[config.mk]
export PLATFORM = sky130hd
export DESIGN_NAME = uart_cmd_decoder
export DESIGN_NICKNAME = d
export VERILOG_FILES = /design/src/rtl/uart_cmd_decoder.sv
export SDC_FILE = /design/constraint.sdc
export NUM_CORES = 1
export LEC_CHECK = 0
export ABC_AREA = 1
export CAP_MARGIN = 20
export CORE_MARGIN = 2
export CORE_UTILIZATION = 48
export CTS_CLUSTER_DIAMETER = 100
export DETAILED_ROUTE_END_ITERATION = 10
export PLACE_DENSITY = 0.69
export SLEW_MARGIN = 20
export SYNTH_ARGS = -nofsm -noshare
export SYNTH_HDL_FRONTEND = slang
export SYNTH_SLANG_ARGS = --single-unit
[constraint.sdc]
create_clock -name clk_in -period 3 [get_ports clk_in]
set_clock_uncertainty 0.2 [all_clocks]
set_input_delay 0.6 -clock clk_in [delete_from_list [all_inputs] [get_ports clk_in]]
set_output_delay 0.6 -clock clk_in [all_outputs]
set_load 0.02 [all_outputs]
[src/rtl/uart_cmd_decoder.sv]
// Decodes HEADER/addr/data_hi/data_lo byte frames from a UART receiver into register-write commands.
// Define UART_CMD_CHKSUM_EN to add a trailing checksum byte (addr + data_hi + data_lo mod 256).
module uart_cmd_decoder #(
    parameter logic [7:0]  HEADER_BYTE = 8'hAA,
    parameter logic [31:0] TIMEOUT_CNT = 32'd50_000
) (
    input  logic        clk_in,
    input  logic        rst_in,
    input  logic [7:0]  uart_rx_data,
    input  logic        uart_rx_done,
    output logic [7:0]  cmd_addr,
    output logic [15:0] cmd_data,
    output logic        cmd_valid,
    output logic        frame_err,
    output logic        cmd_busy
);

    localparam int unsigned TIMER_W = 32;

`ifdef UART_CMD_CHKSUM_EN
    typedef enum logic [2:0] {
        S_IDLE   = 3'd0,
        S_ADDR   = 3'd1,
        S_DATA_H = 3'd2,
        S_DATA_L = 3'd3,
        S_CHK    = 3'd4
    } state_t;
`else
    typedef enum logic [1:0] {
        S_IDLE   = 2'd0,
        S_ADDR   = 2'd1,
        S_DATA_H = 2'd2,
        S_DATA_L = 2'd3
    } state_t;
`endif

    state_t               r_state;
    state_t               w_state_nxt;
    logic [TIMER_W-1:0]   r_timer;
    logic [TIMER_W-1:0]   w_timer_nxt;
    logic [TIMER_W-1:0]   w_timer_inc;
    logic                 w_expire;
    logic [7:0]           r_addr;
    logic [7:0]           w_addr_nxt;
    logic [7:0]           r_data_hi;
    logic [7:0]           w_data_hi_nxt;
`ifdef UART_CMD_CHKSUM_EN
    logic [7:0]           r_data_lo;
    logic [7:0]           w_data_lo_nxt;
    logic [7:0]           w_chk_sum;
`endif
    logic [7:0]           r_cmd_addr;
    logic [7:0]           w_cmd_addr_nxt;
    logic [15:0]          r_cmd_data;
    logic [15:0]          w_cmd_data_nxt;
    logic                 r_cmd_valid;
    logic                 w_cmd_valid_nxt;
    logic                 r_frame_err;
    logic                 w_frame_err_nxt;

    // Expiry fires in the cycle the timer would advance to TIMEOUT_CNT; a byte in that cycle wins.
    assign w_timer_inc = r_timer + TIMER_W'(1);
    assign w_expire    = (r_state != S_IDLE) && !uart_rx_done && (w_timer_inc >= TIMEOUT_CNT);

`ifdef UART_CMD_CHKSUM_EN
    assign w_chk_sum = r_addr + r_data_hi + r_data_lo;
`endif

    // Next-state, shadow capture and output pulse generation
    always_comb begin
        w_state_nxt     = r_state;
        w_addr_nxt      = r_addr;
        w_data_hi_nxt   = r_data_hi;
`ifdef UART_CMD_CHKSUM_EN
        w_data_lo_nxt   = r_data_lo;
`endif
        w_cmd_addr_nxt  = r_cmd_addr;
        w_cmd_data_nxt  = r_cmd_data;
        w_cmd_valid_nxt = 1'b0;
        w_frame_err_nxt = 1'b0;

        if ((r_state == S_IDLE) || uart_rx_done || w_expire) begin
            w_timer_nxt = '0;
        end else begin
            w_timer_nxt = w_timer_inc;
        end

        case (r_state)
            S_IDLE: begin
                if (uart_rx_done && (uart_rx_data == HEADER_BYTE)) begin
                    w_state_nxt = S_ADDR;
                end
            end
            S_ADDR: begin
                if (uart_rx_done) begin
                    w_addr_nxt  = uart_rx_data;
                    w_state_nxt = S_DATA_H;
                end
            end
            S_DATA_H: begin
                if (uart_rx_done) begin
                    w_data_hi_nxt = uart_rx_data;
                    w_state_nxt   = S_DATA_L;
                end
            end
            S_DATA_L: begin
                if (uart_rx_done) begin
`ifdef UART_CMD_CHKSUM_EN
                    w_data_lo_nxt   = uart_rx_data;
                    w_state_nxt     = S_CHK;
`else
                    w_cmd_addr_nxt  = r_addr;
                    w_cmd_data_nxt  = {r_data_hi, uart_rx_data};
                    w_cmd_valid_nxt = 1'b1;
                    w_state_nxt     = S_IDLE;
`endif
                end
            end
`ifdef UART_CMD_CHKSUM_EN
            S_CHK: begin
                if (uart_rx_done) begin
                    if (uart_rx_data == w_chk_sum) begin
                        w_cmd_addr_nxt  = r_addr;
                        w_cmd_data_nxt  = {r_data_hi, r_data_lo};
                        w_cmd_valid_nxt = 1'b1;
                    end else begin
                        w_frame_err_nxt = 1'b1;
                    end
                    w_state_nxt = S_IDLE;
                end
            end
`endif
            default: begin
                w_state_nxt = S_IDLE;
            end
        endcase

        if (w_expire) begin
            w_state_nxt     = S_IDLE;
            w_frame_err_nxt = 1'b1;
        end
    end

    // State, timer, shadow and output registers
    always_ff @(posedge clk_in or posedge rst_in) begin
        if (rst_in) begin
            r_state     <= S_IDLE;
            r_timer     <= '0;
            r_addr      <= '0;
            r_data_hi   <= '0;
`ifdef UART_CMD_CHKSUM_EN
            r_data_lo   <= '0;
`endif
            r_cmd_addr  <= '0;
            r_cmd_data  <= '0;
            r_cmd_valid <= 1'b0;
            r_frame_err <= 1'b0;
        end else begin
            r_state     <= w_state_nxt;
            r_timer     <= w_timer_nxt;
            r_addr      <= w_addr_nxt;
            r_data_hi   <= w_data_hi_nxt;
`ifdef UART_CMD_CHKSUM_EN
            r_data_lo   <= w_data_lo_nxt;
`endif
            r_cmd_addr  <= w_cmd_addr_nxt;
            r_cmd_data  <= w_cmd_data_nxt;
            r_cmd_valid <= w_cmd_valid_nxt;
            r_frame_err <= w_frame_err_nxt;
        end
    end

    assign cmd_addr  = r_cmd_addr;
    assign cmd_data  = r_cmd_data;
    assign cmd_valid = r_cmd_valid;
    assign frame_err = r_frame_err;
    assign cmd_busy  = (r_state != S_IDLE);

endmodule

==> results of run 1 <==
-- cells in the final DEF (no fill, tap or decap), types with 2 or more instances in the layout --
master / synthesis / layout
xor2_1: 3 / 3
ha_1: 6 / 6
nand2_4: 2 / 2
a21oi_1: 3 / 3
nand2_1: 201 / 201
bufinv_16: 0 / 2
nand3_1: 14 / 14
nor2_8: 2 / 2
nand4_1: 6 / 6
inv_6: 0 / 2
nor2_1: 47 / 47
nor2_4: 15 / 15
and2_1: 2 / 2
conb_1: 1 / 16
buf_4: 0 / 5
clkbuf_8: 0 / 10
o21ai_1: 2 / 2
nand3b_1: 11 / 11
nand2_2: 8 / 8
dfrtp_1: 76 / 76
clkdlybuf4s50_1: 0 / 37
nor2_2: 9 / 9
o21ai_0: 27 / 27
inv_1: 39 / 38
inv_2: 5 / 6
-- registers in the layout, indices dropped and copies added (netlist names) --
signal,cells
cmd_addr,8
r_state,2
r_timer,32
cmd_data,16
cmd_valid,1
frame_err,1
r_data_hi,8
r_addr,8
-- power breakdown --
| group | internal [uW] | switching [uW] |
|---|---|---|
| registers | 1290 | 154 |
| clock network | 498 | 390 |
| logic | 439 | 546 |
-- logic make-up (layout without fill, tap and decap cells) --
group,count (synthesis),in the layout,share of synthesized area [%]
adder cells (fa/ha/maj),6,6,1.926
XOR/XNOR,3,3,0.6743
other,1,16,0.09622
AO/OA/AOI/OAI,34,34,4.527
AND/OR/NAND/NOR,321,321,38.78
flip-flops,76,76,48.80
buffers and inverters,52,104,5.201
-- final timing paths --
check,startpoint,endpoint
max,r_timer[9]$_DFF_PP0_,r_timer[5]$_DFF_PP0_
min,r_data_hi[2]$_DFFE_PP0P_,cmd_data[10]$_DFFE_PP0P_
max reg2reg,r_timer[9]$_DFF_PP0_,r_timer[5]$_DFF_PP0_
min reg2reg,r_data_hi[2]$_DFFE_PP0P_,cmd_data[10]$_DFFE_PP0P_
max in group asynchronous,rst_in,r_state[1]$_DFFE_PP0P_
min in group asynchronous,rst_in,cmd_valid$_DFF_PP0_
-- per-stage QoR --
stage	worst slack, ns	hold WS [ns]
finish	0.4281	0.2811
global route	0.2418	0.2977
CTS	0.4319	0.2863
detailed placement	0.4605	0.2568
global placement	0.4822	0.2518
floorplan	0.2617	0.2422
-- per-layer routing --
layer	part of all wire [%]	track usage, %	up-vias
met5	0	0	-
met4	0.94	7.126	0
met3	4.8	4.896	7
met2	49	35.77	61
met1	45	26.73	1467
li1	-	-	1625
-- worst max-delay path, cell delays in order (launching register included) --
cell     delay, ns
dfrtp_1       0.40
nand2_1       0.16
nor2_2        0.20
nand2_1       0.12
nor2_1        0.20
nand2_1       0.09
nand2_1       0.06
nand2_1       0.05
nor2_1        0.16
nand2_1       0.11
nor2_4        0.15
nand4_4       0.22
buf_4         0.26
a21oi_1       0.12
-- area by class of cell --
class | instances | area (um2)
Clock buffer | 10 | 137.6
Clock inverter | 6 | 93.84
Fill cell | 727 | 3100
Inverter | 45 | 168.9
Multi-Input combinational cell | 380 | 1849
Sequential cell | 76 | 1902
Tap cell | 102 | 127.6
Timing Repair Buffer | 43 | 427.9
==> flow_results.org, run 1 <==
** Status
- The flow ran to the end, and the final reports show no timing, DRC or antenna violations.

** Synthesis
- Cells taking the most area after synthesis :: dfrtp_1 (49%), nand2_1 (19%), nor2_1 (4.5%), nor2_4 (4.3%), inv_1 (3.8%)
- Most area-hungry cell type in the Yosys netlist :: dfrtp_1
- Synthesis inferred 76 register bits.
- Number of synthesis warnings :: 0
- For this run, the leading register cell type out of synthesis is dfrtp_1.
- Async set-or-reset flop fraction in the synthesized netlist :: 100.0%
- Sequential cells were found to cover between 40% and 50% of the synthesized design area.
- Cell types with the highest counts after synthesis :: nand2_1 (201), dfrtp_1 (76), nor2_1 (47)
- Area fraction of the dominant cell type after synthesis :: 48.80%
- Yosys instantiated no cell more often than nand2_1.
- Counting flops with a built-in enable in the synthesized netlist gives 0.
- Summing every instance area after synthesis gives 3897 um2.
- In the synthesized netlist, the number of instances is about 490.
- Post-synth cell types :: 30
- Averaged over all synthesized cells, the footprint is between 7 and 8 um2.

** Timing
- Static timing analysis puts the maximum clock frequency at 388.8 MHz.
- Final hold vios :: 0
- Setup repair after global routing left no endpoint under its margin.
- At the pin with the least slew margin, the transition time is 0.6862 ns.
- Final period utilization :: 85.73%
- Final setup TNS :: 0 ns
- Final setup fails :: 0
- Tightest slew margin relative to the limit :: 54.18%
- The max-slew violation total from the final report is 0.
- Final Critical Period :: about 2.6 ns

** Clocking
- Total number of clock tree sinks :: 76
- Post-CTS timing repair inserted 0 buffers for setup.
- Post-cts resize count :: 0
- Level count of the clock H-tree :: 3
- In this run the clock root is driven by a clkbuf_8.
- For this design, the CTS-stage hold fixing added 0 buffers.
- Clock input transition at the sequential cells of the worst setup and hold paths :: 0.09 ns
- The longest clock path from root to sink contains 2 buffers.
- The later pin in the worst-skew pair is clocked with a latency of between 0.3 and 0.4 ns.
- TritonCTS built the clock tree.
- Buffers inserted during clock tree synthesis total 9.

** Layout
- Net count reported at finish :: 572
- Final design utilization :: 60.29%
- Synthesis-to-finish area growth :: 20.77%
- The finished cells cover between 4000 and 5000 um2.
- Diode insertion count for antenna repair :: 0
- Fraction of layout instances using a drive strength above 1 :: 11.79%
- The finished layout holds 662 standard cells, fillers aside.

** Drt
- Vias :: around 3200
- The detail route stage leaves a number of antenna-violating nets equal to 0.
- DR iter-0 viols :: about 110
- Final routed wirelength across all metal layers :: 8323 um
- For this run, the detailed router's first-pass iteration total came to 4.
- Wire per inst :: 12.57 um
- Remaining DRCs :: 0
- DR vias/cell :: 4.773

** Critical path
- STA classifies the critical path endpoint as a flip-flop.
- Of all nets on the critical path, the largest fanout is 10.
- The setup check on the worst reg-to-reg path leaves a slack of 0.43 ns.
- The worst setup path is of the flip-flop to flip-flop kind.
- Required @ worst endpoint :: approximately 3.1 ns
- STA classifies the critical path startpoint as a flip-flop.
- Data arrival time of the critical path :: between 2 and 3 ns
- For the worst flop-to-flop path, the logic depth is 13.

** Floorplan
- After floorplanning, the core was sized to cover 7807 um2.
- The die covers approximately 8900 um2.
- Die height :: 94.11 um
- Die W :: 94.11 um
- Once the floorplan was initialized, standard cells occupied between 40% and 50% of the core.
- Count of boundary I/O pins :: 38
- The floorplan has 32 rows.

** Min path
- Along the worst hold path, the cell count comes to 2.
- Worst hold-check path type :: flip-flop to flip-flop

** Place
- Once detailed placement completed, the half-perimeter wirelength came to 6360 um.
- Count of buffers from port buffering :: 37
- At the end of routability-driven placement, the weighted congestion stood at 0.9047.
- In this run the cell area measured after placement is 4476 um2.
- Placed insts :: 646

** Pwr
- Static power due to leakage :: 0.002230 uW
- Total power :: 3318 uW
- Peak ir drop on the vdd network :: between 500 and 600 uV
- Pwr per Cell Area :: 704.9 nW/um2

** Global routing
- The number of antenna violations at the first check in global routing came to 0.
- GRT Total Usage :: 21.17%
- Pin count of the biggest net entering global routing :: 43
- The first global-routing pass estimated 14520 um of wire.
- For this run the aggregate overflow at the end of global routing stands at 0.
- The via count of the first global-routing pass was around 3200.

** Run
- The tool flagged a number of max-cap violations equal to 0.
No activity file was read; power rests on OpenSTA's default activity.
==> run 2: changes to the inputs <==
MAX_ROUTING_LAYER = met4   (was not set)
==> flow_results.org, run 2 (same netlist as run 1, synthesis figures left out) <==
** Status
- Result of the run :: complete, no violations

** Floorplan
- Number of placement rows :: 32
- Pin placement for this block handled 38 I/O pins.
- The die is 94.11 um wide.
- From bottom edge to top edge, the die measures 94.11 um.
- The die covers 8857 um2.
- The core region is 7807 um2.
- Once the floorplan was initialized, standard cells occupied between 40% and 50% of the core.

** Pwr
- For this design the static power due to leakage is about 0.0022 uW.
- IR analysis of the VDD net gives a maximum drop of 554.2 uV.
- Pwr per Cell Area :: 713.4 nW/um2

** Timing
- On the final layout, the worst hold slack is 0.2771 ns.
- Final period utilization :: between 80% and 90%
- RSZ-0062 raised after global routing :: no
- Tightest slew margin relative to the limit :: 54.39%
- Max Clock Freq :: 385.9 MHz
- Final setup fails :: 0
- Actual slew at the worst max-slew pin :: 0.6832 ns
- Max Slew Vio Count :: 0
- The final number of hold-violating endpoints came to 0.
- Final Critical Period :: 2.591 ns
- In the final timing run, aggregate negative setup slack is 0 ns.

** Layout
- Register with the highest flop count :: r_timer
- The filler cells instantiated in the layout total 702.
- The multi-input combinational cells in the finished layout cover a total of 1849 um2.
- Footprint of the flip-flops and latches :: between 1500 and 2000 um2
- Most frequent standard cell in the layout excluding fill and tap cells :: nand2_1
- Synthesis-to-finish area growth :: 20.77%
- The register with the most flip-flops in the layout has 32 of them.
- The net count of the finished layout is 571.
- Fraction of layout instances using a drive strength above 1 :: 11.29%
- Commonest cells after routing, fill and taps aside :: nand2_1 (201), dfrtp_1 (76), nor2_1 (47), inv_1 (38), clkdlybuf4s50_1 (37)
- Diode insertion count for antenna repair :: 0

** Clocking
- CTS Buffer Depth :: 2
- The number of gates resized after CTS was 0.
- Clock root buffer :: clkbuf_8
- Counting every sink on the clock net gives 76.
- TritonCTS built the clock tree.
- Clock latency on the worst-skew pair, taken at its later pin, is around 0.34 ns.
- Clock-pin slew was measured on the worst setup and hold paths at 0.08 ns.
- In this run the number of H-tree levels came out at 3.
- For this design, the CTS-stage hold fixing added 0 buffers.
- TritonCTS buffer count :: 9
- Buffer count from post-CTS setup fixing :: 0

** Min path
- Worst hold-check path type :: flip-flop to flip-flop

** Critical path
- For the worst setup path, the data arrival time is 2.67 ns.
- STA classifies the critical path startpoint as a flip-flop.
- Max Fanout on Critical Path :: 11
- STA classifies the critical path endpoint as a flip-flop.
- Data on the critical path is required at its endpoint by 3.08 ns.
- Critical path start-end classification :: flip-flop to flip-flop

** Place
- Input and output buffers added on the ports amount to 37.
- Routability-driven placement finished with a final weighted congestion of around 0.94.
- Hpwl dp :: 6566 um

** Drt
- DR iter-0 viols :: around 150
- DRT Pass-1 Iters :: 4
- In this run the remaining antenna-violating nets after routing total 0.
- Dividing the detail-routed via count by the number of cells gives 4.844.
- Final routed wirelength across all metal layers :: 8553 um
- Summing over every cut layer, the via total after detailed routing is 3197.
- After detailed routing, the number of remaining DRC violations is 0.
- Wire per inst :: 12.96 um

** Run
- The tool flagged a number of max-cap violations equal to 0.

** Global routing
- The via count of the first global-routing pass was 3243.
- Global-route wire length before repair :: 15090 um
- Entering global routing, the biggest net connects 43 pins.
- The number of antenna violations at the first check in global routing was 0.
- For this run, the total global-route usage over all layers was measured as 22.62%.
- Sum of overflow across all layers after global routing :: 0
[run 2: area by class of cell]
class,instances,share of cell area (%)
sequential,76,40.40
multi-input combinational,380,39.29
timing repair buffer,42,8.931
inverter,45,3.589
clock buffer,11,3.004
tap,102,2.711
clock inverter,4,2.073
[run 2: metal layers]
layer | wire length [um] | global-route usage (%) | vias up
met5 | 0 | - | -
li1 | - | - | 1634
met4 | 106 | 7.850 | 0
met3 | 283 | 3.210 | 8
met1 | 3945 | 28.79 | 1495
met2 | 4218 | 37.26 | 60
[run 2: per-stage QoR]
stage	cells	utilization [%]	instance area (um2)	power [uW]	setup WS, ns
after floorplan	508	-	3954	2000	0.2617
after global placement	645	57.23	4468	2429	0.4857
after detailed placement	645	57.23	4468	2449	0.4413
after CTS	660	60.29	4707	3391	0.4221
after global routing	660	60.29	4707	3571	0.1913
final	660	60.29	4707	3358	0.4087
[run 2: worst paths after layout]
| path | startpoint | endpoint | slack (ns) | cells after the start |
|---|---|---|---|---|
| min reg2reg | r_data_hi[0]$_DFFE_PP0P_ | cmd_data[8]$_DFFE_PP0P_ | 0.28 | 2 |
| max | r_timer[0]$_DFF_PP0_ | r_timer[8]$_DFF_PP0_ | 0.41 | 12 |
| min | r_data_hi[0]$_DFFE_PP0P_ | cmd_data[8]$_DFFE_PP0P_ | 0.28 | 2 |
| max in group asynchronous | rst_in | r_state[0]$_DFFE_PP0P_ | 1.46 | 3 |
| min in group asynchronous | rst_in | cmd_valid$_DFF_PP0_ | 0.49 | 2 |
| max reg2reg | r_timer[0]$_DFF_PP0_ | r_timer[8]$_DFF_PP0_ | 0.41 | 12 |
[run 2: report_power, final]
| part | switching [uW] | leakage [uW] | internal, uW |
|---|---|---|---|
| clock network | 359 | 0.000116 | 571 |
| logic | 540 | 0.00114 | 438 |
| registers | 158 | 0.000972 | 1290 |
[run 2: critical path, cell delays in order (launching register included)]
cell,delay (ns)
dfrtp_1,0.39
ha_1,0.21
nand2_2,0.10
nor2_8,0.17
nand2_4,0.10
xor2_1,0.36
nor2_1,0.08
nand3_1,0.09
nand2_1,0.05
nand2_1,0.12
nand4_4,0.27
buf_4,0.30
nor2_4,0.08
==> run 3: changes to the inputs <==
REMOVE_ABC_BUFFERS = 1   (was not set)
==> flow_results.org, run 3 (same netlist as run 1, synthesis figures left out) <==
** Pwr
- Total power :: roughly 3400 uW
- The analysis attributes to cell leakage a power of 0.002227 uW.
- Peak ir drop on the vdd network :: 549.6 uV
- Pwr per Cell Area :: 717.7 nW/um2

** Place
- Before CTS, the worst setup slack after placement is roughly 0.52 ns.
- Placed Area :: 4461 um2
- Count of buffers from port buffering :: 37
- Summed over all nets, the half-perimeter wirelength after detailed placement is 6191 um.
- Final Wtd Congestion :: 0.9590

** Timing
- Based on the critical path, the design can be clocked at up to slightly below 400 MHz.
- Max Slew Vio Count :: 0
- PnR worst setup slack :: 0.4626 ns
- Actual slew at the worst max-slew pin :: 0.5652 ns
- After layout, the worst path uses 84.58% of the clock period.
- Setup violations remaining at the end of the flow were counted as 0.
- Final hold vios :: 0
- The worst pin sits at a relative slew slack of 61.83%.
- Final Critical Period :: between 2 and 3 ns
- RSZ-0062 raised after global routing :: no
- After routing, the total negative slack on setup checks comes to 0 ns.

** Clocking
- Buffer count from post-CTS setup fixing :: 0
- The clock drives 76 sinks.
- After clock tree synthesis, the repair step resized 0 gates.
- In this run, CTS created clock tree buffers numbering 9.
- Level count of the clock H-tree :: 3
- TritonCTS clock tree :: built
- Later-pin clock latency in the skew report :: 0.34 ns
- After clock tree synthesis, the clock-pin slew on the worst setup and hold paths is 0.09 ns.
- For this design, the CTS-stage hold fixing added 0 buffers.
- CTS Buffer Depth :: 2
- The root buffer cell chosen for the clock tree is clkbuf_8.

** Drt
- Length of routed wiring on met1 :: 3914 um
- Wire per inst :: 12.59 um
- Detailed routing inserted a total of between 3000 and 4000 vias.
- Remaining DRCs :: 0
- Highest routing layer actually used :: met4
- Met3 WL :: 343 um
- Dividing the detail-routed via count by the number of cells gives 4.824.
- DR iter-0 viols :: between 100 and 150
- Sum of met2 wire segment lengths after detailed routing :: roughly 4000 um
- In this run the remaining antenna-violating nets after routing total 0.
- Final routed wirelength across all metal layers :: 8311 um
- For this run, the detailed router's first-pass iteration total came to 4.

** Floorplan
- From left edge to right edge, the die measures 94.11 um.
- The die is 94.11 um tall.
- The die covers 8857 um2.
- Count of boundary I/O pins :: 38
- Core area :: 7807 um2
- The floorplan has 32 rows.
- Starting density of the core :: between 40% and 50%

** Critical path
- The worst setup path is launched from a flip-flop.
- Walking the worst path, the cells encountered are inv_1 -> ha_1 -> inv_1 -> clkdlybuf4s50_1.
- Register-to-register setup slack :: between 0.5 and 0.6 ns
- On the worst path, the slowest cell contributes a delay of 0.59 ns.
- The worst register-to-register path has a depth of 13.
- Data arrives at the worst endpoint at around 1.7 ns.
- In this design, the largest share of critical-path delay is due to buffers and inverters.
- Kind of capture point of the worst setup path :: output port
- The worst setup path is of the flip-flop to output port kind.
- Max Fanout on Critical Path :: 4
- Counting both buffers and inverters, the worst setup path holds a total of 3.
- Worst r2r src :: r_timer[10]$_DFF_PP0_
- Crit path max-delay cell type :: clkdlybuf4s50_1
- Capturing point of the worst reg2reg path :: r_timer[6]$_DFF_PP0_
- Required @ worst endpoint :: roughly 2.2 ns
- By instance count, the cell type seen most on the critical path is inv_1.

** Layout
- In the final design database the tool counted 570 nets.
- Total of fill cells in the finished design :: 701
- Diode insertion count for antenna repair :: 0
- Final design utilization :: 60.30%
- Cells with a size suffix above 1 make up 11.47% of the layout.
- With fillers left out, the area of the finished cells amounts to 4708 um2.
- More flip-flops sit in one register than any other, and that register is r_timer.
- Synthesis-to-finish area growth :: 20.80%
- Most frequent standard cell in the layout excluding fill and tap cells :: nand2_1
- Number of flip-flops in the largest register :: 32
- The top cell types in the final layout, fill and taps aside, are nand2_1 (201), dfrtp_1 (76), nor2_1 (47), inv_1 (38), clkdlybuf4s50_1 (37).

** Status
- The flow ran to the end, and the final reports show no timing, DRC or antenna violations.

** Global routing
- Number of global-route vias before repair :: 3093
- The number of antenna violations at the first check in global routing is 0.
- Pin count of the biggest net entering global routing :: 77
- Global routing consumed, over all layers together, about a fifth of the routing resources.
- Global-route wire length before repair :: 14240 um
- After global routing the overflow that remains totals 0.

** Run
- Max-cap violations :: 0

** Min path
- End point of the worst hold path :: cmd_addr[3]$_DFFE_PP0P_
- Hold Path Stages :: 2
- Hold path startpoint :: r_addr[3]$_DFFE_PP0P_
- Worst hold-check path type :: flip-flop to flip-flop
run 3: cell count changes in the layout (fill, tap and decap cells not counted):
cell	change
buf_4	-1
clkbuf_1	-1
clkbuf_8	-1
clkinv_4	+2
inv_6	+1
run 3: metal layers:
layer	vias up	GRT usage, %
li1	1637	-
met3	9	4.815
met1	1482	27.89
met4	0	6.884
met5	-	-
met2	56	33.27
run 3: layout make-up:
cell class | count | area, um2 | area share [%]
inverter | 45 | 168.9 | 3.588
timing repair buffer | 41 | 412.9 | 8.770
multi-input combinational | 380 | 1849 | 39.28
tap | 102 | 127.6 | 2.711
clock inverter | 7 | 123.9 | 2.631
sequential | 76 | 1902 | 40.39
clock buffer | 9 | 123.9 | 2.631
run 3: tightest hold or removal path, delay by kind of cell (launching register included):
kind	cells	cell delay (ns)
and+or+nand+nor	2	0.10
DFF	1	0.35
run 3: per-stage QoR:
stage                     std cells  hold slack [ns]
after floorplan                 501           0.2422
after global placement          644           0.2551
after detailed placement        644           0.2636
after CTS                       660           0.2761
after global routing            660           0.2868
final                           660           0.2687
run 3: report_power, final:
| group | internal (uW) | switching (uW) | leakage (uW) |
|---|---|---|---|
| Combinational | 437 | 545 | 0.00113 |
| Sequential | 1290 | 158 | 0.000972 |
| Clock | 558 | 389 | 0.000120 |
| Total | 2290 | 1090 | 0.00223 |
run 3: how the worst max path moves through the flow:
stage | from | to | slack [ns] | depth (start not counted)
global placement | r_timer[11]$_DFF_PP0_ | r_timer[6]$_DFF_PP0_ | 0.56 | 13
finish | r_state[1]$_DFFE_PP0P_ | cmd_busy | 0.46 | 4
global route | r_timer[10]$_DFF_PP0_ | r_timer[6]$_DFF_PP0_ | 0.26 | 13
CTS | r_state[0]$_DFFE_PP0P_ | cmd_busy | 0.43 | 4
floorplan | rst_in | cmd_addr[0]$_DFFE_PP0P_ | 0.26 | 1
detailed placement | r_timer[10]$_DFF_PP0_ | r_timer[6]$_DFF_PP0_ | 0.52 | 13
